[src/rtl/svm_pkg.sv]
// Shared types and widths for the SVM kernel datapath.
// Datapath widths are tied to the default pixel geometry below.
package svm_pkg;

    localparam int DEF_XLEN_PIXEL    = 8;
    localparam int DEF_NUM_OF_PIXELS = 4;
    localparam int DEF_NUM_OF_SV     = 2;
    localparam int DEF_SV_ADDR_W     = 1;

    localparam int KW    = 4 * DEF_XLEN_PIXEL;
    localparam int ACC_W = 2 * DEF_XLEN_PIXEL + $clog2(DEF_NUM_OF_PIXELS);
    localparam int SQ_W  = 2 * ACC_W + 2;

    typedef enum logic [2:0] {
        IDLE  = 3'd0,
        FETCH = 3'd1,
        MAC   = 3'd2,
        POST  = 3'd3,
        DONE  = 3'd4
    } state_t;

    // Clamp the squared kernel value into one KW-bit output slot.
    function automatic logic [KW-1:0] sat_kernel(input logic [SQ_W-1:0] sq);
        logic [KW-1:0] res;
        if (|sq[SQ_W-1:KW]) begin
            res = {KW{1'b1}};
        end else begin
            res = sq[KW-1:0];
        end
        return res;
    endfunction

endpackage

[src/rtl/poly_kernel_engine_pixel_mac.sv]
// Registered multiply-accumulate over one feature vector.
// A pixel counter steps through the vector one product per enabled cycle.
module pixel_mac
    import svm_pkg::*;
#(
    parameter int XLEN_PIXEL    = DEF_XLEN_PIXEL,
    parameter int NUM_OF_PIXELS = DEF_NUM_OF_PIXELS
) (
    input  logic                                 clk,
    input  logic                                 rst,
    input  logic                                 clear,
    input  logic                                 en,
    input  logic [0:XLEN_PIXEL*NUM_OF_PIXELS-1]  x,
    input  logic [0:XLEN_PIXEL*NUM_OF_PIXELS-1]  sv,
    output logic [ACC_W-1:0]                     acc,
    output logic                                 last
);

    localparam int CNT_W = (NUM_OF_PIXELS > 1) ? $clog2(NUM_OF_PIXELS) : 1;

    logic [CNT_W-1:0]        cnt;
    logic [XLEN_PIXEL-1:0]   x_pix;
    logic [XLEN_PIXEL-1:0]   sv_pix;
    logic [2*XLEN_PIXEL-1:0] prod;

    assign last = (cnt == CNT_W'(NUM_OF_PIXELS - 1));

    // Select the current pixel pair and form its full-width product.
    always_comb begin
        x_pix  = x[int'(cnt)*XLEN_PIXEL +: XLEN_PIXEL];
        sv_pix = sv[int'(cnt)*XLEN_PIXEL +: XLEN_PIXEL];
        prod   = (2*XLEN_PIXEL)'(x_pix) * (2*XLEN_PIXEL)'(sv_pix);
    end

    // Accumulator and pixel counter.
    always_ff @(posedge clk) begin
        if (rst) begin
            acc <= '0;
            cnt <= '0;
        end else if (clear) begin
            acc <= '0;
            cnt <= '0;
        end else if (en) begin
            acc <= acc + ACC_W'(prod);
            cnt <= last ? CNT_W'(0) : cnt + CNT_W'(1);
        end else begin
            acc <= acc;
            cnt <= cnt;
        end
    end

endmodule

[src/rtl/poly_kernel_engine.sv]
// Degree-2 polynomial kernel (x.sv + 1)^2 against every support vector,
// packed into saturated slots for the downstream decision function.
module poly_kernel_engine
    import svm_pkg::*;
#(
    parameter int XLEN_PIXEL    = DEF_XLEN_PIXEL,
    parameter int NUM_OF_PIXELS = DEF_NUM_OF_PIXELS,
    parameter int NUM_OF_SV     = DEF_NUM_OF_SV,
    parameter int SV_ADDR_W     = DEF_SV_ADDR_W
) (
    input  logic                                      clk,
    input  logic                                      rst,
    input  logic                                      start,
    input  logic [0:XLEN_PIXEL*NUM_OF_PIXELS-1]       x_in,
    output logic [SV_ADDR_W-1:0]                      sv_addr,
    input  logic [0:XLEN_PIXEL*NUM_OF_PIXELS-1]       sv_data,
    output logic [0:4*XLEN_PIXEL*NUM_OF_SV-1]         kernel_out,
    output logic                                      decision_funct_en,
    output logic                                      busy
);

    state_t                              state;
    state_t                              next_state;
    logic [0:XLEN_PIXEL*NUM_OF_PIXELS-1] x_lat;
    logic [SV_ADDR_W-1:0]                idx;
    logic [ACC_W-1:0]                    acc;
    logic                                mac_last;
    logic [ACC_W:0]                      s_val;
    logic [SQ_W-1:0]                     sq;
    logic                                last_sv;
    logic                                accept;

    assign last_sv = (idx == SV_ADDR_W'(NUM_OF_SV - 1));
    assign accept  = start && ((state == IDLE) || (state == DONE));
    assign s_val   = {1'b0, acc} + (ACC_W+1)'(1);
    assign sq      = SQ_W'(s_val) * SQ_W'(s_val);

    pixel_mac #(
        .XLEN_PIXEL    (XLEN_PIXEL),
        .NUM_OF_PIXELS (NUM_OF_PIXELS)
    ) u_mac (
        .clk   (clk),
        .rst   (rst),
        .clear (state == FETCH),
        .en    (state == MAC),
        .x     (x_lat),
        .sv    (sv_data),
        .acc   (acc),
        .last  (mac_last)
    );

    // State register.
    always_ff @(posedge clk) begin
        if (rst) begin
            state <= IDLE;
        end else begin
            state <= next_state;
        end
    end

    // Next-state logic.
    always_comb begin
        next_state = state;
        case (state)
            IDLE:  if (start) next_state = FETCH; else next_state = IDLE;
            FETCH: next_state = MAC;
            MAC:   if (mac_last) next_state = POST; else next_state = MAC;
            POST:  if (last_sv) next_state = DONE; else next_state = FETCH;
            DONE:  if (start) next_state = FETCH; else next_state = DONE;
            default: next_state = IDLE;
        endcase
    end

    // Datapath registers and registered status outputs.
    always_ff @(posedge clk) begin
        if (rst) begin
            x_lat             <= '0;
            idx               <= '0;
            sv_addr           <= '0;
            kernel_out        <= '0;
            decision_funct_en <= 1'b0;
            busy              <= 1'b0;
        end else begin
            decision_funct_en <= (next_state == DONE);
            busy              <= (next_state == FETCH) || (next_state == MAC) ||
                                 (next_state == POST);
            if (accept) begin
                x_lat      <= x_in;
                idx        <= '0;
                sv_addr    <= '0;
                kernel_out <= '0;
            end else if (state == POST) begin
                kernel_out[int'(idx)*KW +: KW] <= sat_kernel(sq);
                if (!last_sv) begin
                    idx     <= idx + SV_ADDR_W'(1);
                    sv_addr <= idx + SV_ADDR_W'(1);
                end else begin
                    idx     <= idx;
                    sv_addr <= sv_addr;
                end
            end else begin
                x_lat   <= x_lat;
                idx     <= idx;
                sv_addr <= sv_addr;
            end
        end
    end

endmodule

[config.mk]
export PLATFORM = sky130hd
export DESIGN_NAME = poly_kernel_engine
export DESIGN_NICKNAME = d
export VERILOG_FILES = /design/src/rtl/svm_pkg.sv /design/src/rtl/poly_kernel_engine_pixel_mac.sv /design/src/rtl/poly_kernel_engine.sv
export SDC_FILE = /design/constraint.sdc
export NUM_CORES = 1
export LEC_CHECK = 0
export ABC_AREA = 0
export CORE_UTILIZATION = 61
export DETAILED_ROUTE_END_ITERATION = 7
export GPL_ROUTABILITY_DRIVEN = 0
export PLACE_DENSITY = 0.89
export SYNTH_ARGS = -nofsm -noshare
export SYNTH_HDL_FRONTEND = slang
export SYNTH_SLANG_ARGS = --single-unit
[constraint.sdc]
create_clock -name clk -period 8.69 [get_ports clk]
set_input_delay 1.738 -clock clk [delete_from_list [all_inputs] [get_ports clk]]
set_output_delay 1.738 -clock clk [all_outputs]
set_load 0.03 [all_outputs]
### Word level (Yosys, flattened, before mapping)

Index checks and enable logic that the tools add are counted.

* flip-flop bits (word level): 123
* bits of input ports: 67
* output and inout bits: 67
* word-level logic and storage cells: 53

* $add $sub $neg: 5
* multiply operators: 2
* eq/ne operators: 9
* shifts and indexed selects: 4
* muxes and demuxes: 12
* bitwise gates (word level): 3
* reduce and logical (&&, ||, !) cells: 9

Operator list (count)
* $mux W32: 4
* $shiftx A32 B32 Y33: 2
* $shift A65 B33 Y64 const A: 1
* $shiftx A65 B33 Y64: 1
* $bwmux W64: 1
* $mul A19 B19 Y38: 1
* $neg A32 Y33: 1
* $not A5 Y32: 1
* $not A6 Y32: 1
* $add A18 B1 Y19 const B: 1
* $add A18 B16 Y18: 1
* $mul A8 B8 Y16: 1
* $pmux W3 S5: 1
* $eq A3 B2 Y1 const B: 4
* $eq A3 B1 Y1 const B: 2
* $eq A3 B3 Y1 const B: 2
* $mux W3: 2
* $reduce_or A6 Y1: 1
* $reduce_or A2 Y1: 2
* $logic_not A3 Y1: 1
* $logic_or A1 B1 Y1: 3
* $mux W1: 3
* $add A2 B1 Y2 const B: 1
* $eq A2 B2 Y1 const B: 1
* other kinds (5): 5

### Logic depth before layout (Yosys ltp)

Gate-level depths: netlist of run 1.

* depth in word-level cells: 9
* depth in mapped cells: 35
* gate-level depth less buffers: 31

### Modules after synthesis

From an unflattened synthesis of run 1, not the netlist that was laid out.

* cell total of the unflattened synthesis: 2036
* area, all modules: 17974.7 sq um

Modules (own cells, without submodules)
* poly_kernel_engine: times used 1, cells an instance 1622, area an instance 14202.4 sq um, sequential area each 2062.0 sq um
* pixel_mac: times used 1, cells an instance 414, area an instance 3772.4 sq um, sequential area each 400.4 sq um

### Least setup slack after synthesis of run 1

Ideal clock, no wire load.

* path type: register to register
* from: register u_mac.acc[2]
* to: register kernel_out[1] in the netlist's numbering
* library setup time: 0.136 ns
* data arrival time: 7.408 ns
* data required time: 8.554 ns
* path slack: 1.146 ns
* cell stages (with the launch flop): 33
* buffers on the path: 4
* period minus slack after synthesis: 7.544 ns
* path through: dfxtp_1 > buf_2 > nand3_1 > nor2_1 > nand4_1 > nor4_1 > xor2_1 > inv_2 > nor2_1 > fa_1 > inv_1 > fa_1 > fa_1 > inv_1 > fa_1 > fa_1 > inv_1 > fa_1 > inv_1 > ha_1 > clkbuf_1 > a21oi_1 > o21ai_1 > nor4_1 > nand3_1 > nand2_1 > o31ai_1 > xnor2_1 > nor4_1 > and2_1 > buf_4 > buf_6 > a31oi_1

* word-level cells in the longest chain between the ends: 9

RTL lines
* start, declared: line poly_kernel_engine_pixel_mac.sv:15 `output logic [ACC_W-1:0] acc,`
* start signal, assigned: line poly_kernel_engine_pixel_mac.sv:44 `acc <= acc + ACC_W'(prod);`
* $add A18 B1 Y19 *: line poly_kernel_engine.sv:35 `assign s_val = {1'b0, acc} + (ACC_W+1)'(1);`
* $mul A19 B19 Y38 *: line poly_kernel_engine.sv:36 `assign sq = SQ_W'(s_val) * SQ_W'(s_val);`
* $reduce_or A6 Y1: line svm_pkg.sv:25 `if (|sq[SQ_W-1:KW]) begin`
* $mux W32 *: line svm_pkg.sv:25
* $mux W32 *: line poly_kernel_engine.sv:92 `end else if (state == POST) begin`
* $mux W32 *: line poly_kernel_engine.sv:87 `if (accept) begin`
* $mux W32 *: line poly_kernel_engine.sv:76 `if (rst) begin`
* $shiftx A65 B33 Y64 *: line poly_kernel_engine.sv:93 `kernel_out[int'(idx)*KW +: KW] <= sat_kernel(sq);`
* $bwmux W64 *: line poly_kernel_engine.sv:93
* end signal, assigned by index: line poly_kernel_engine.sv:93
* end, declared: line poly_kernel_engine.sv:17 `output logic [0:4*XLEN_PIXEL*NUM_OF_SV-1] kernel_out,`

Mark *: on every way between the ends. The rest lies on a longest branch, timed or not. The select of a mux whose other input is x is not followed.
A chain may end at the register's enable or synchronous reset.

### Worst setup path in the final report of run 1

* from: register u_mac.acc[2]
* to: register kernel_out[61] in the netlist's numbering

The elaborated chain is that of the path after synthesis.

==> results.md, run 1 <==
- The hold-fix buffer count after cts is 0.
- Setup repair after global routing left no endpoint under its margin.
- The core region is 28000 um2.
- Once the clock tree was built, the resizer swapped 0 gates to a different size.
- The share of final-layout standard cells stronger than drive strength 1 is 0.0512.
- Ranked by total cell area, the synthesized netlist is headed by sky130_fd_sc_hd__fa_1 (34%), sky130_fd_sc_hd__dfxtp_1 (14%), sky130_fd_sc_hd__ha_1 (12%).
- The first routing iteration left 1433 violations.
- The sequential fraction of the synthesis area is 0.140.
- The count of different cell masters after synthesis is 53.
- The floorplan step defined a die boundary enclosing 29500 um2.
- The post-CTS setup repair buffer count is 0.
- After detailed routing, the average wire length per cell comes to 18.4 um.
- The number of global-route vias before repair is 15800.
- The run finished with clean final reports.
- The max-slew violation count is 0.
- The worst hold-check path type is reg -> reg.
- The power consumption is 1.93 mW.
- The number of antenna violations at the first check in global routing is 0.
- In the routed design, unresolved DRC markers number 0.
- The clock tree from TritonCTS is done.
- The post-synthesis instance total is 2021.
- The TritonCTS buffer count is 17.
- VDD sags by at most 0.132 mV.
- The number of hold-slack violations in the final timing report came to 0.
- The clock tree root driver cell is sky130_fd_sc_hd__clkbuf_16.
- In this run the static leakage power is 9.83 nW.
- The number of flip-flops and latches in the synthesized netlist is 123.
- Relative to the synthesized area, the layout overhead comes to 13.7%.
- CTS built an H-tree with a depth of 4.
- Across the routed clock network, the largest skew measured is 11.4 ps.
- The number of clock sinks seen by CTS is 123.
- The number of warnings printed during yosys synthesis is 0.
- The maximum buffer depth of the clock tree is 2.
- The wire length of the first global-routing pass is 76100 um.
- Entering global routing, the biggest net connects 66 pins.
- The worst-skew pair later-pin latency is 440 ps.
- STA puts the critical path data required time at 8960 ps.
- The library cell occupying the most area in the post-synthesis netlist is sky130_fd_sc_hd__fa_1.
- After synthesis the cells add up to 17600 um2.
- Clock-pin slew was measured on the worst setup and hold paths at 60 ps.
- For this run, the top clock speed supported by timing is 120 MHz.
- The worst stage delay on the critical path is 540 ps.
- For the pin with the worst max-slew slack, the measured transition is 1150 ps.
- Counting stages on the worst path, the most repeated cell is sky130_fd_sc_hd__fa_1.
- The worst setup path is launched from a register.
- The critical-path cell with the highest stage delay is sky130_fd_sc_hd__fa_1.
- The placed wire-length estimate after detailed placement is 36600 um.
- For this run, the post-layout net count is 2664.
- Once layout is complete, the utilization of the core stands at 0.713.
- In this run the power density over the cells is 96.9 nW/um2.
- The number of maximum-capacitance violations is 0.
- Yosys mapped a number of flops with a built-in enable equal to 0.
- In the final timing run, aggregate negative setup slack is 0 ps.
- Across all layers, the routed design uses 14700 vias.
- The ratio of routed vias to standard cells is 5.83.
- The chip height is 172 um.
- The detailed-routing iteration count for the pre-antenna-repair pass is 7.
- The count of buffers added on input and output ports is 133.
- The worst slew margin relative to its limit is 0.232.
- The endpoint type of the worst setup path is a register.
- The share of synthesized area in the top cell type comes to 0.342.
- The average cell area after synthesis is 8.69 um2.
- The floorplan has 61 rows.
- At the worst endpoint, the arrival time is 8600 ps.
- The final count of negative-setup-slack endpoints is 0.
- The sum of routed wire length over all layers is 46600 um.
- The proportion of register bits with asynchronous set or reset after synthesis is 0.
- The final antenna diode count is 0.
- In this run the remaining antenna-violating nets after routing total 0.
- For this configuration, the core starts out at a cell density of 0.627.
- Summed over all layers, the global routing overflow is 0.
- In the global route stage, overall resource usage came out at 0.334.
- The I/O pin count is 134.
- Dividing the final minimum period by the clock period gives 0.959.
- In the synthesized netlist the dominant register cell turns out to be sky130_fd_sc_hd__dfxtp_1.
- The horizontal extent of the die is 172 um.
- The critical path in this run is classified as reg -> reg.
- The critical-path maximum fanout is 48.
- The worst path needs 8330 ps of the cycle, external delays included.
-- metrics by stage --
stage | worst slack, ps | hold slack [ps] | std cells | instance area, um2
CTS | 253 | 457 | 2526 | 19900
detailed placement | 301 | 448 | 2494 | 19300
floorplan | 1150 | 433 | 2033 | 17600
finish | 358 | 454 | 2526 | 20000
global route | 0.624 | 472 | 2526 | 20000
global placement | 537 | 440 | 2494 | 19300
-- cell usage after synthesis, types with 6 or more instances --
cell type	number
sky130_fd_sc_hd__inv_1	437
sky130_fd_sc_hd__fa_1	300
sky130_fd_sc_hd__nand2_1	240
sky130_fd_sc_hd__ha_1	162
sky130_fd_sc_hd__dfxtp_1	123
sky130_fd_sc_hd__nor2_1	121
sky130_fd_sc_hd__a21oi_1	102
sky130_fd_sc_hd__o21ai_0	90
sky130_fd_sc_hd__clkbuf_1	70
sky130_fd_sc_hd__a31oi_1	66
sky130_fd_sc_hd__and2_1	42
sky130_fd_sc_hd__xnor2_1	42
sky130_fd_sc_hd__xor2_1	27
sky130_fd_sc_hd__nand3_1	22
sky130_fd_sc_hd__mux4_2	16
sky130_fd_sc_hd__nor3_1	16
sky130_fd_sc_hd__a21o_1	15
sky130_fd_sc_hd__nand2b_1	14
sky130_fd_sc_hd__nand4_1	11
sky130_fd_sc_hd__nor2b_1	9
sky130_fd_sc_hd__a211oi_1	6
sky130_fd_sc_hd__buf_6	6
sky130_fd_sc_hd__o21bai_1	6
sky130_fd_sc_hd__o31ai_1	6
-- placed cells by master, fill, tap and decap left out, drive strengths merged, types with 3 or more instances in the layout --
cell type        n
nor4             5
clkinv           7
ha             162
buf             33
a211oi           6
a21o            15
a21oi          102
xnor2           43
mux4            16
or3              3
nand4           12
nand3           22
and4             4
and3             5
clkinvlp         3
nor2b            9
nor2           121
and2            42
clkdlybuf4s50  133
o21ai           94
o211ai           4
o21bai           6
inv            451
a31oi           66
conb            14
o31ai            6
nand2b          14
nor3            17
a211o            3
o22ai            4
clkbuf          17
dfxtp          123
o21a             5
fa             300
nand2          240
xor2            27
-- routing by layer --
layer / wire length [um] / share of wire / up-vias / GRT usage
met4: 3010 / 0.065 / 0 / 0.201
met3: 4310 / 0.092 / 241 / 0.0773
met1: 16400 / 0.35 / 7088 / 0.384
met5: 0 / 0 / - / 0
met2: 22800 / 0.49 / 872 / 0.568
li1: - / - / 6525 / -
-- final cells by class --
class                      instances  area (um2)
timing repair buffer             166        1590
clock buffer                      17         425
inverter                         447        1680
multi-input combinational       1380       13200
sequential                       123        2460
clock inverter                    15         151
tap                              378         473
fill                            1884        8050
-- worst max-delay path, delay by kind of cell (launching register included) --
family	cells	cell delay (ps)
adder cells (fa/ha/maj)	7	3490
AND/OR/NAND/NOR	11	2560
buffers and inverters	6	730
AO/OA/AOI/OAI	4	600
flip-flops	1	460
XOR/XNOR	2	300
-- final timing paths --
path | slack, ps | cells after the start | to | from
worst max-delay path | 360 | 30 | kernel_out[61] | u_mac.acc[2]
worst min-delay path | 450 | 2 | x_lat[16] | x_lat[16]
worst max register to register | 360 | 30 | kernel_out[61] | u_mac.acc[2]
worst min register to register | 450 | 2 | x_lat[16] | x_lat[16]
-- power by group --
group | internal [mW] | leakage (nW) | total, mW | switching, mW
Combinational | 0.241 | 8.55 | 0.614 | 0.372
Clock | 0.403 | 0.280 | 0.715 | 0.312
Sequential | 0.585 | 0.997 | 0.605 | 0.0207
Total | 1.23 | 9.83 | 1.93 | 0.705
-- state kept, by name (all words and copies together), names as in the netlist --
signal             count
decision_funct_en      1
u_mac.cnt              2
busy                   1
kernel_out            64
u_mac.acc             18
state                  3
idx                    1
x_lat                 32
sv_addr                1
-- kinds of logic (layout without fill, tap and decap cells) --
group / count (synthesis) / after routing / synth area share
AOI/OAI and AO/OA: 318 / 318 / 0.104
xor gates and xnor gates: 70 / 70 / 0.0354
adders and majority gates: 462 / 462 / 0.458
buffers and inverters: 530 / 645 / 0.116
DFF: 123 / 123 / 0.140
muxes: 17 / 17 / 0.0211
other: 2 / 14 / 0.000428
and+or+nand+nor: 499 / 499 / 0.125
Power figures use the tool's default switching activity.
==> run 2: changes to the inputs <==
Settings changed: ABC_AREA 0 to 1, CORE_UTILIZATION 61 to 52, PLACE_DENSITY 0.89 to 0.78, SYNTH_HIERARCHICAL set to 1.
==> run 2 against run 1 <==
Net effect: hold slack gained 25 ps; non-clock buffer count is 10 lower; sequential power increased by 1%; critical endpoint is now kernel_out[62]; largest power group is now combinational logic; highest routed layer unchanged.
==> results.md, run 2 <==
- The final net count is 3334 (was 2664).
- The number of global-route vias before repair was 17500 (was 15800).
- The number of input and output port buffers inserted is 133 (unchanged).
- The number of antenna violations at the first check in global routing is 0 (unchanged).
- The worst slew margin relative to its limit came to 0.169 (was 0.232).
- The global route total overflow is 0 (unchanged).
- Cell types with the largest area share after synthesis: sky130_fd_sc_hd__fa_1 (31%), sky130_fd_sc_hd__inv_1 (14%), sky130_fd_sc_hd__dfxtp_1 (13%) (was sky130_fd_sc_hd__fa_1 (34%), sky130_fd_sc_hd__dfxtp_1 (14%), sky130_fd_sc_hd__ha_1 (12%)).
- Commonest cells after routing, fill and taps aside: sky130_fd_sc_hd__inv_1 (734), sky130_fd_sc_hd__nand2_1 (509), sky130_fd_sc_hd__nor2_1 (354) (was sky130_fd_sc_hd__inv_1 (436), sky130_fd_sc_hd__fa_1 (300), sky130_fd_sc_hd__nand2_1 (240)).
- The post-route clock period utilization is 0.938 (was 0.959).
- The number of placed cells counting well taps was 3286 (was 2494).
- The horizontal extent of the die is 197 um (was 172 um).
- The chip height is 197 um (was 172 um).
- The final count of negative-setup-slack endpoints is 0 (unchanged).
- The required arrival time at the worst endpoint was 9010 ps (was 8960 ps).
- The clock transition at the register clock pins on the worst setup and hold paths after CTS is 70 ps (was 60 ps).
- The number of flip-flops and latches in the synthesized netlist is 123 (unchanged).
- The wire length of the first global-routing pass was 82900 um (was 76100 um).
- The critical path startpoint category is a register (unchanged).
- The count of different cell masters after synthesis is 45 (was 53).
- The count of flip-flops with a built-in enable after synthesis came to 0 (unchanged).
- The setup TNS came to 0 ps (unchanged).
- The violation count after the first detailed-routing iteration was 1202 (was 1433).
- The count of vias placed by the detailed router is 17100 (was 14700).
- The detailed-routing iteration count for the pre-antenna-repair pass is 5 (was 7).
- The proportion of register bits with asynchronous set or reset after synthesis is 0 (unchanged).
- The DRC violation count after routing is 0 (unchanged).
- The area added between synthesis and finish is 12.1% (was 13.7%).
- The TritonCTS buffer count came to 17 (unchanged).
- The core occupancy in the finished layout was 0.597 (was 0.713).
- The sum of routed wire length over all layers is 50000 um (was 46600 um).
- The library cell occupying the most area in the post-synthesis netlist is sky130_fd_sc_hd__fa_1 (unchanged).
- The worst-case hold slack is 479 ps (was 454 ps).
- The startpoint-to-endpoint class of the critical path is reg -> reg (unchanged).
- The power per unit of standard cell area is 122 nW/um2 (was 96.9 nW/um2).
- The endpoint type of the worst setup path is a register (unchanged).
- The maximum frequency from static timing analysis is 123 MHz (was 120 MHz).
- The post-synthesis instance total was 2693 (was 2021).
- The clock tree root driver cell was sky130_fd_sc_hd__clkbuf_16 (unchanged).
- The leakage power total was 11.8 nW (was 9.83 nW).
- The starting density of the core is 0.532 (was 0.627).
- The total die area came to 38600 um2 (was 29500 um2).
- Outcome: finished, final reports clean (unchanged).
- The number of maximum-capacitance violations came to 0 (unchanged).
- The placed instance area is 21400 um2 (was 19300 um2).
- The ratio of routed vias to standard cells is 5.14 (was 5.83).
- The worst hold-check path type is reg -> reg (unchanged).
- The largest register by flop count is kernel_out (unchanged).
- The arrival time of the worst setup path is 8470 ps (was 8600 ps).
- The number of warnings printed during yosys synthesis is 6 (was 0).
- Cell types with the highest counts after synthesis: sky130_fd_sc_hd__inv_1 (735), sky130_fd_sc_hd__nand2_1 (511), sky130_fd_sc_hd__nor2_1 (356) (was sky130_fd_sc_hd__inv_1 (437), sky130_fd_sc_hd__fa_1 (300), sky130_fd_sc_hd__nand2_1 (240)).
- The final non-filler cell total is 3322 (was 2526).
- Registers with the most flip-flops: kernel_out (64), x_lat (32), u_mac/acc (18) (was kernel_out (64), x_lat (32), u_mac.acc (18)).
- The average cell area after synthesis is 7.31 um2 (was 8.69 um2).
- The total standard cell area after synthesis is 19700 um2 (was 17600 um2).
- The final antenna-violating net count was 0 (unchanged).
- The row count is 70 (was 61).
- The worst voltage drop across the vdd grid is 0.131 mV (was 0.132 mV).
- RSZ-0062 raised after global routing: no (unchanged).
- The clock tree from TritonCTS is done (unchanged).
- The share of final-layout standard cells stronger than drive strength 1 is 0.0483 (was 0.0512).
- The critical-path cell with the highest stage delay is sky130_fd_sc_hd__fa_1 (unchanged).
- The sequential fraction of the synthesis area came to 0.125 (was 0.140).
- The critical-path maximum fanout is 13 (was 48).
- The multi-input logic area came to 14000 um2 (was 13200 um2).
- The top flip-flop cell by instance count after synthesis was sky130_fd_sc_hd__dfxtp_1 (unchanged).
- The critical path's most frequent cell was sky130_fd_sc_hd__nand2_1 (was sky130_fd_sc_hd__fa_1).
- The global-route total usage across every layer is 0.268 (was 0.334).
- The clock period minus worst slack is 8150 ps (was 8330 ps).
- The detail-routed net length per standard cell is 15.1 um (was 18.4 um).
- The final antenna diode count is 0 (unchanged).
- The number of clock sinks seen by CTS is 123 (unchanged).
- The slack of the critical path is 537 ps (was 358 ps).
- The footprint of the flip-flops and latches is 2460 um2 (unchanged).
- The most common cell after layout, fill and taps aside is sky130_fd_sc_hd__inv_1 (unchanged).
- The number of hold-slack violations in the final timing report came to 0 (unchanged).
- The hold-fix buffer count after cts is 0 (unchanged).
- The maximum buffer depth of the clock tree is 2 (unchanged).
- The worst stage delay on the critical path came to 550 ps (was 540 ps).
- The number of filler instances in the final layout is 3325 (was 1884).
- The H-tree level count is 4 (unchanged).
- The core region area is 37000 um2 (was 28000 um2).
- The worst clock skew on the final layout is 11.8 ps (was 11.4 ps).
- The I/O pin count came to 134 (unchanged).
- The area fraction of the dominant cell type after synthesis is 0.305 (was 0.342).
- The area of all placed cells without fillers is 22000 um2 (was 20000 um2).
- The worst-skew pair later-pin latency is 440 ps (about the same).
- The pre-CTS setup slack is 589 ps (was 301 ps).
- The number of flip-flops in the largest register is 64 (unchanged).
- The maximum number of pins on one net before global-route repair is 67 (was 66).
- The placed wire-length estimate after detailed placement is 41100 um (was 36600 um).
- The power consumption came to 2.70 mW (was 1.93 mW).
- The slew at the pin with the worst max-slew slack came to 1240 ps (was 1150 ps).
- The max-slew violation count is 0 (unchanged).
- The cell with the most instances after synthesis is sky130_fd_sc_hd__inv_1 (unchanged).
==> run 2: where the power goes <==
part           internal [mW]  switching (mW)  leakage [nW]
combinational          0.495           0.900          10.5
clock                  0.381           0.313         0.277
sequential             0.590          0.0216          1.00
total                   1.47            1.23          11.8
==> run 2: area by class of cell <==
cell class	count	area share
clock buffers	17	0.0193
multi-input cells	1740	0.634
clock inverters	15	0.00664
flip-flops and latches	123	0.112
inverters	767	0.131
well taps	504	0.0286
repair buffers	156	0.0688
==> run 2: kinds of logic (layout without fill, tap and decap cells) <==
logic type,after synthesis,after routing,synth area share
xor+xnor,46,46,0.0209
fa+ha+maj,462,462,0.408
simple gates,1041,1042,0.219
buf+inv,843,955,0.169
other cells,2,14,0.000382
compound gates,176,176,0.0574
flops,123,123,0.125
==> run 2: worst max-delay path, delay by kind of cell, from the launching register on <==
family                     cells  cell delay (ps)
DFF                            1              420
buffers and inverters         11             1100
xor gates and xnor gates       1              280
adders and majority gates      8             3670
and+or+nand+nor               17             2450
AOI/OAI and AO/OA              1              140
==> run 2: routing by layer <==
metal	global-route usage	part of all wire
met1	0.320	0.39
met2	0.483	0.50
met3	0.0402	0.068
met4	0.105	0.040
met5	0	0
==> run 2: path summary, 6_finish.rpt <==
check | startpoint | end | slack (ps) | cells past startpoint
max | u_mac/acc[1] | kernel_out[62] | 540 | 38
min | sv_addr | sv_addr | 480 | 2
max reg2reg | u_mac/acc[1] | kernel_out[62] | 540 | 38
min reg2reg | sv_addr | sv_addr | 480 | 2
==> run 2: repair_timing <==
action | CTS | global route
gates resized for setup | 0 | 4
endpoints found under the setup margin | 0 | 64
setup buffers | 0 | 3
